[src/rtl/uart_pkg.sv]
// Shared types and constants for the UART receive frame controller.
package uart_pkg;

    typedef enum logic {
        ST_IDLE    = 1'b0,
        ST_RECEIVE = 1'b1
    } rx_state_e;

    // Last sample count of an 11-bit x 16-sample frame; the counter wraps after it.
    localparam logic [7:0] FRAME_LAST_COUNT = 8'd175;

    // Bit index = counter[7:4]
    localparam logic [3:0] BIT_START  = 4'd0;
    localparam logic [3:0] BIT_PARITY = 4'd9;
    localparam logic [3:0] BIT_STOP   = 4'd10;

    // Sample positions (counter[3:0]) that take part in the mid-bit vote.
    localparam logic [3:0] VOTE_POS_LO = 4'd7;
    localparam logic [3:0] VOTE_POS_HI = 4'd9;

    // Resolve a bit from the ones seen so far plus the final vote sample.
    function automatic logic vote_majority(input logic [1:0] ones_so_far, input logic last_sample);
        logic [2:0] total;
        total = {1'b0, ones_so_far} + {2'b00, last_sample};
        return (total >= 3'd2);
    endfunction

endpackage

[src/rtl/uart_rx_sync.sv]
// RxD synchroniser: a chain of SYNC_STAGES flops, preset to the idle-high line level.
module uart_rx_sync #(
    parameter int unsigned SYNC_STAGES = 2
) (
    input  logic clk,
    input  logic reset,
    input  logic rxd,
    output logic rxs
);

    logic [SYNC_STAGES-1:0] sync_q;
    logic [SYNC_STAGES-1:0] sync_d;

    // Shift the raw line into the bottom of the chain.
    always_comb begin
        sync_d = {sync_q[SYNC_STAGES-2:0], rxd};
    end

    // Chain registers; reset to 1 so a reset never looks like a start bit.
    always_ff @(posedge clk) begin
        if (reset) begin
            sync_q <= '1;
        end else begin
            sync_q <= sync_d;
        end
    end

    assign rxs = sync_q[SYNC_STAGES-1];

endmodule

[src/rtl/uart_rx_frame_ctrl.sv]
// UART receive control/data stage driven by an external 16x sample counter.
//
// state      | meaning
// -----------+----------------------------------------------------------
// ST_IDLE    | counter held at 0, waiting for a low line on a sample tick
// ST_RECEIVE | counter advancing; voting, shifting, checking until wrap
module uart_rx_frame_ctrl
    import uart_pkg::*;
#(
    parameter logic        PARITY_ODD  = 1'b0,
    parameter int unsigned SYNC_STAGES = 2
) (
    input  logic       clk,
    input  logic       reset,
    input  logic       Rx_EN,
    input  logic       RxD,
    input  logic       Rx_sample_ENABLE,
    input  logic [7:0] counter,
    output logic       read_enable,
    output logic [7:0] Rx_DATA,
    output logic       Rx_VALID,
    output logic       Rx_FERROR,
    output logic       Rx_PERROR
);

    logic       rxs;
    logic [3:0] bit_idx;
    logic [3:0] samp_pos;
    logic       in_vote_window;
    logic       resolved;
    logic       frame_end;

    rx_state_e  state_q, state_d;
    logic       read_enable_q, read_enable_d;
    logic [1:0] vote_q, vote_d;
    logic [7:0] shift_q, shift_d;
    logic       par_q, par_d;
    logic       start_err_q, start_err_d;
    logic       stop_err_q, stop_err_d;
    logic [7:0] data_q, data_d;
    logic       valid_q, valid_d;
    logic       ferr_q, ferr_d;
    logic       perr_q, perr_d;

    uart_rx_sync #(
        .SYNC_STAGES(SYNC_STAGES)
    ) u_sync (
        .clk  (clk),
        .reset(reset),
        .rxd  (RxD),
        .rxs  (rxs)
    );

    assign bit_idx        = counter[7:4];
    assign samp_pos       = counter[3:0];
    assign in_vote_window = (samp_pos >= VOTE_POS_LO) && (samp_pos <= VOTE_POS_HI);
    assign resolved       = vote_majority(vote_q, rxs);
    assign frame_end      = (counter == FRAME_LAST_COUNT);

    // Next-state: start detection, mid-bit voting, bit placement and frame verdict.
    always_comb begin
        state_d       = state_q;
        read_enable_d = read_enable_q;
        vote_d        = vote_q;
        shift_d       = shift_q;
        par_d         = par_q;
        start_err_d   = start_err_q;
        stop_err_d    = stop_err_q;
        data_d        = data_q;
        valid_d       = 1'b0;
        ferr_d        = ferr_q;
        perr_d        = perr_q;

        case (state_q)
            ST_IDLE: begin
                read_enable_d = 1'b1;
                if (Rx_sample_ENABLE && Rx_EN && !rxs) begin
                    state_d       = ST_RECEIVE;
                    read_enable_d = 1'b0;
                    vote_d        = 2'd0;
                    shift_d       = 8'h00;
                    par_d         = 1'b0;
                    start_err_d   = 1'b0;
                    stop_err_d    = 1'b0;
                    ferr_d        = 1'b0;
                    perr_d        = 1'b0;
                end
            end
            ST_RECEIVE: begin
                read_enable_d = 1'b0;
                if (Rx_sample_ENABLE) begin
                    if (in_vote_window) begin
                        if (samp_pos == VOTE_POS_HI) begin
                            vote_d = 2'd0;
                            if (bit_idx == BIT_START) begin
                                start_err_d = resolved;
                            end else if (bit_idx < BIT_PARITY) begin
                                shift_d = {resolved, shift_q[7:1]};
                            end else if (bit_idx == BIT_PARITY) begin
                                par_d = resolved;
                            end else if (bit_idx == BIT_STOP) begin
                                stop_err_d = !resolved;
                            end
                        end else begin
                            vote_d = vote_q + {1'b0, rxs};
                        end
                    end
                    // The counter wraps on this same edge, so the frame is closed here.
                    if (frame_end) begin
                        state_d       = ST_IDLE;
                        read_enable_d = 1'b1;
                        ferr_d        = start_err_q | stop_err_q;
                        perr_d        = ((^shift_q) ^ par_q) != PARITY_ODD;
                        if (!(ferr_d || perr_d)) begin
                            data_d  = shift_q;
                            valid_d = 1'b1;
                        end
                    end
                end
            end
            default: begin
                state_d       = ST_IDLE;
                read_enable_d = 1'b1;
            end
        endcase
    end

    // All controller state and registered outputs.
    always_ff @(posedge clk) begin
        if (reset) begin
            state_q       <= ST_IDLE;
            read_enable_q <= 1'b1;
            vote_q        <= 2'd0;
            shift_q       <= 8'h00;
            par_q         <= 1'b0;
            start_err_q   <= 1'b0;
            stop_err_q    <= 1'b0;
            data_q        <= 8'h00;
            valid_q       <= 1'b0;
            ferr_q        <= 1'b0;
            perr_q        <= 1'b0;
        end else begin
            state_q       <= state_d;
            read_enable_q <= read_enable_d;
            vote_q        <= vote_d;
            shift_q       <= shift_d;
            par_q         <= par_d;
            start_err_q   <= start_err_d;
            stop_err_q    <= stop_err_d;
            data_q        <= data_d;
            valid_q       <= valid_d;
            ferr_q        <= ferr_d;
            perr_q        <= perr_d;
        end
    end

    assign read_enable = read_enable_q;
    assign Rx_DATA     = data_q;
    assign Rx_VALID    = valid_q;
    assign Rx_FERROR   = ferr_q;
    assign Rx_PERROR   = perr_q;

endmodule

[config.mk]
export PLATFORM = sky130hd
export DESIGN_NAME = uart_rx_frame_ctrl
export DESIGN_NICKNAME = d
export VERILOG_FILES = /design/src/rtl/uart_pkg.sv /design/src/rtl/uart_rx_sync.sv /design/src/rtl/uart_rx_frame_ctrl.sv
export SDC_FILE = /design/constraint.sdc
export NUM_CORES = 1
export LEC_CHECK = 0
export ABC_AREA = 1
export CAP_MARGIN = 20
export CORE_AREA = 2 2 75 77
export CTS_CLUSTER_SIZE = 12
export DETAILED_ROUTE_END_ITERATION = 6
export DIE_AREA = 0 0 77 79
export GPL_TIMING_DRIVEN = 0
export PLACE_DENSITY = 0.48
export SLEW_MARGIN = 20
export SYNTH_ARGS = -nofsm -noshare
export SYNTH_HDL_FRONTEND = slang
export SYNTH_SLANG_ARGS = --single-unit
[constraint.sdc]
create_clock -name clk -period 2.05 [get_ports clk]
set_clock_uncertainty 0.05 [all_clocks]
set_input_delay 0.615 -clock clk [delete_from_list [all_inputs] [get_ports clk]]
set_output_delay 0.615 -clock clk [all_outputs]
set_load 0.05 [all_outputs]
==> out/qor_table.md <==
| Group | Metric | Reported |
|:---|:---|:---|
| critical path | Endpoint required time on the critical path | 2220 ps |
| grt | First-pass GRT wire length | 5650 um |
| logic synthesis | Prevailing post-synth register cell | dfxtp_1 |
| grt | Number of global-route vias before repair | 1283 |
| logic synthesis | Post-Synthesis Cells | 243 |
| placed design | Port Buffers | 23 |
| logic synthesis | Number of synthesized flops with an enable pin | 0 |
| floorplan | Num ports | 25 |
| timing | Post-route fraction of the period consumed by the critical path | 94.7% |
| logic synthesis | Count of unique library cells instantiated by Yosys | 28 |
| logic synthesis | Portion of the post-synthesis area used by sequential elements | 36.4% |
| grt | GR Util All Layers | 11.4% |
| timing | Worst-Margin Slew | 491 ps |
| drt | Final wirelength | 3400 um |
| clock network | Cts bufs inserted | 3 |
| clock network | CTS H-tree lvls | 1 |
| critical path | Largest incremental delay on the critical path | 470 ps |
| timing | Final slew viol count | 0 |
| critical path | CP Launch Type | primary input |
| drt | Vias post-DR | 1459 |
| final layout | Post-synthesis to final-layout area growth | 28.5% |
| clock network | Clock insertion delay at the later pin of the skew report | 280 ps |
| critical path | Crit-path cells | clkdlybuf4s50_1 -> nand2_1 -> nor2_4 -> nand4_1 -> nor2_4 -> nand3_2 -> nand2_1 -> inv_1 -> nor2_1 |
| logic synthesis | Syn. warnings | 0 |
| final layout | Final-stage net count | 291 |
| critical path | Data arrival time of the critical path | 2110 ps |
| power and ir drop | Total power per unit cell area | 586 mW/mm^2 |
| critical path | CP max-delay cell | clkdlybuf4s50_1 |
| timing | Min Clock Period, post-route | 1940 ps |
| logic synthesis | FF+latch count, synth | 28 |
| timing | Setup TNS Final | 0 ps |
| logic synthesis | Syn Std Cell Area | 0.00154 sq mm |
| drt | Drt first-iter violations | 37 |
| floorplan | Effective utilization at floorplan | 28.9% |
| logic synthesis | Net count of the mapped netlist | 259 |
| critical path | Cell type group with the largest total delay on the critical path | simple AND/OR/NAND/NOR gates |
| critical path | Maximum fanout count along the critical path | 4 |
| clock network | Buffer type at the clock tree root | clkbuf_8 |
| clock network | TritonCTS clock tree | built |
| critical path | Critical Path Sink Type | register |
| drt | Average wire length per cell after detail routing | 9.83 um |
| logic synthesis | Average size of a mapped cell | 6.34 sq um |
| placed design | Total placed cells including tap cells | 338 |
| drt | Drc violations | 0 |
| grt | Antenna violations before repair | 0 |
| clock network | Clock Sinks | 28 |
| clock network | Clock Pin Slew Worst Setup and Hold Paths | 100 ps |
| clock network | # hold bufs at CTS | 0 |
| outcome | Run status | finished, final reports clean |
| final layout | Layout filler cell count | 616 |
| final layout | Number of diodes added for antenna fixing | 0 |
| grt | Total overflow reported by the global router | 0 |
| timing | Setup violation total in the final timing report | 0 |
| timing | Max Freq | 515 MHz |
| drt | Vias per Instance | 4.22 |
| final layout | Final std cells w/o fill | 346 |
| floorplan | Overall die height | 79 um |
| drt | Post-route antenna net violation count | 0 |
| floorplan | DIE AREA | 0.00608 sq mm |
| timing | Unrepaired setup endpoints after global routing | no |
| timing | Final Hold Fails | 0 |
| floorplan | Area of the core | 0.00534 sq mm |
| placed design | Final estimated routing congestion in global placement | 0.781 |
| timing | Max-Slew Margin vs Limit | 67.4% |
| power and ir drop | Peak supply drop | 240 uV |
| min path | Worst min-delay path category | register to register |
| drt | Detailed-routing iteration count for the pre-antenna-repair pass | 2 |
| critical path | Buffer and inverter count on the worst path | 2 |
| run | Number of max-cap violations | 0 |
| power and ir drop | Leakage component of the power | 0.000960 uW |
| placed design | Half-perimeter wire length after placement | 2530 um |
| grt | Maximum number of pins on one net before global-route repair | 17 |
| final layout | Layout cell share with drive strength beyond 1 | 11.7% |
| clock network | Max Root-Sink Buffers | 2 |
| floorplan | DIE WIDTH | 77 um |
| floorplan | Core Rows | 27 |
| critical path | Path type of the worst setup path | primary input to register |
| logic synthesis | Asr flop ratio synth | 0% |
## registers in the layout (all words and copies together), names as in the netlist, 2 cells and up
| name | cells |
|---|---|
| shift_q | 8 |
| Rx_DATA | 8 |
| vote_q | 2 |
| u_sync.sync_q | 2 |
## routing by layer
metal / routed length (um) / vias up / GRT usage [%]
li1: - / 806 / -
met1: 1620 / 628 / 13.7
met2: 1670 / 20 / 21.8
met3: 80 / 5 / 1.36
met4: 31 / 0 / 2.68
met5: 0 / - / 0
## cells in the final DEF (no fill, tap or decap), drive strengths merged, types with 5 or more instances in the layout
cell type / Yosys / routed
dfxtp: 28 / 28
a21oi: 5 / 5
nor2: 36 / 36
clkdlybuf4s50: 0 / 7
buf: 3 / 6
nand2: 79 / 79
dlygate4sd2: 0 / 12
o21ai: 6 / 6
nand4: 13 / 13
nand3: 12 / 13
clkbuf: 2 / 5
inv: 45 / 45
## kinds of logic after synthesis
group / share of synthesized area [%]
flip-flops: 36.4
adder cells (fa/ha/maj): 2.44
AND/OR/NAND/NOR: 41.8
AO/OA/AOI/OAI: 5.36
XOR/XNOR: 0.568
buffers and inverters: 13.5
## final cells by class
class | count | area [sq um] | area share, %
multi-input combinational | 164 | 803 | 40.6
sequential | 28 | 561 | 28.3
tap | 72 | 90.1 | 4.55
buffer | 5 | 30.0 | 1.52
clock buffer | 3 | 41.3 | 2.08
clock inverter | 1 | 30.0 | 1.52
inverter | 47 | 178 | 8.97
timing repair buffer | 26 | 248 | 12.5
## synthesized netlist by cell type (all sizes together), types with 2 or more instances
| cell | number | area [sq um] |
|---|---|---|
| nand4 | 13 | 81.3 |
| inv | 45 | 169 |
| nand2 | 79 | 314 |
| clkbuf | 2 | 8.75 |
| buf | 3 | 21.3 |
| nand3 | 12 | 77.6 |
| dfxtp | 28 | 561 |
| clkinv | 2 | 8.75 |
| or2 | 3 | 18.8 |
| o21ai | 6 | 30.0 |
| nor2 | 36 | 145 |
| ha | 3 | 37.5 |
| a21oi | 5 | 25.0 |
## stage by stage
step	utilization (%)	power [uW]	area, sq um	hold WS, ps	setup slack, ps
final	37.1	1160	1980	372	109
after detailed placement	34.9	731	1860	349	-315
after global routing	37.1	1230	1980	385	8.13
after floorplan	-	678	1540	339	426
after global placement	34.9	729	1860	341	-303
after CTS	36.0	1180	1920	377	31.1
## where the power goes
part | internal, uW | switching (uW)
combinational | 58.6 | 96.3
clock | 262 | 178
sequential | 555 | 10.4
## final timing paths
kind	startpoint	endpoint	slack, ps	depth (start not counted)
setup / recovery	counter[5]	Rx_DATA[3]$_SDFFE_PP0P_	110	9
hold / removal	u_sync.sync_q[0]$_SDFF_PP1_	u_sync.sync_q[1]$_SDFF_PP1_	370	1
setup reg to reg	u_sync.sync_q[1]$_SDFF_PP1_	start_err_q$_SDFFE_PP0P_	310	9
hold reg to reg	u_sync.sync_q[0]$_SDFF_PP1_	u_sync.sync_q[1]$_SDFF_PP1_	370	1
## repair_timing
action                                  in CTS  in global routing
setup buffers                                0                  3
endpoints found under the hold margin        0                  0
cloned                                       0                  1
pin swaps                                    0                  5
endpoints found under the setup margin      15                 15
resized for setup                           13                 10
Power figures use the tool's default switching activity.
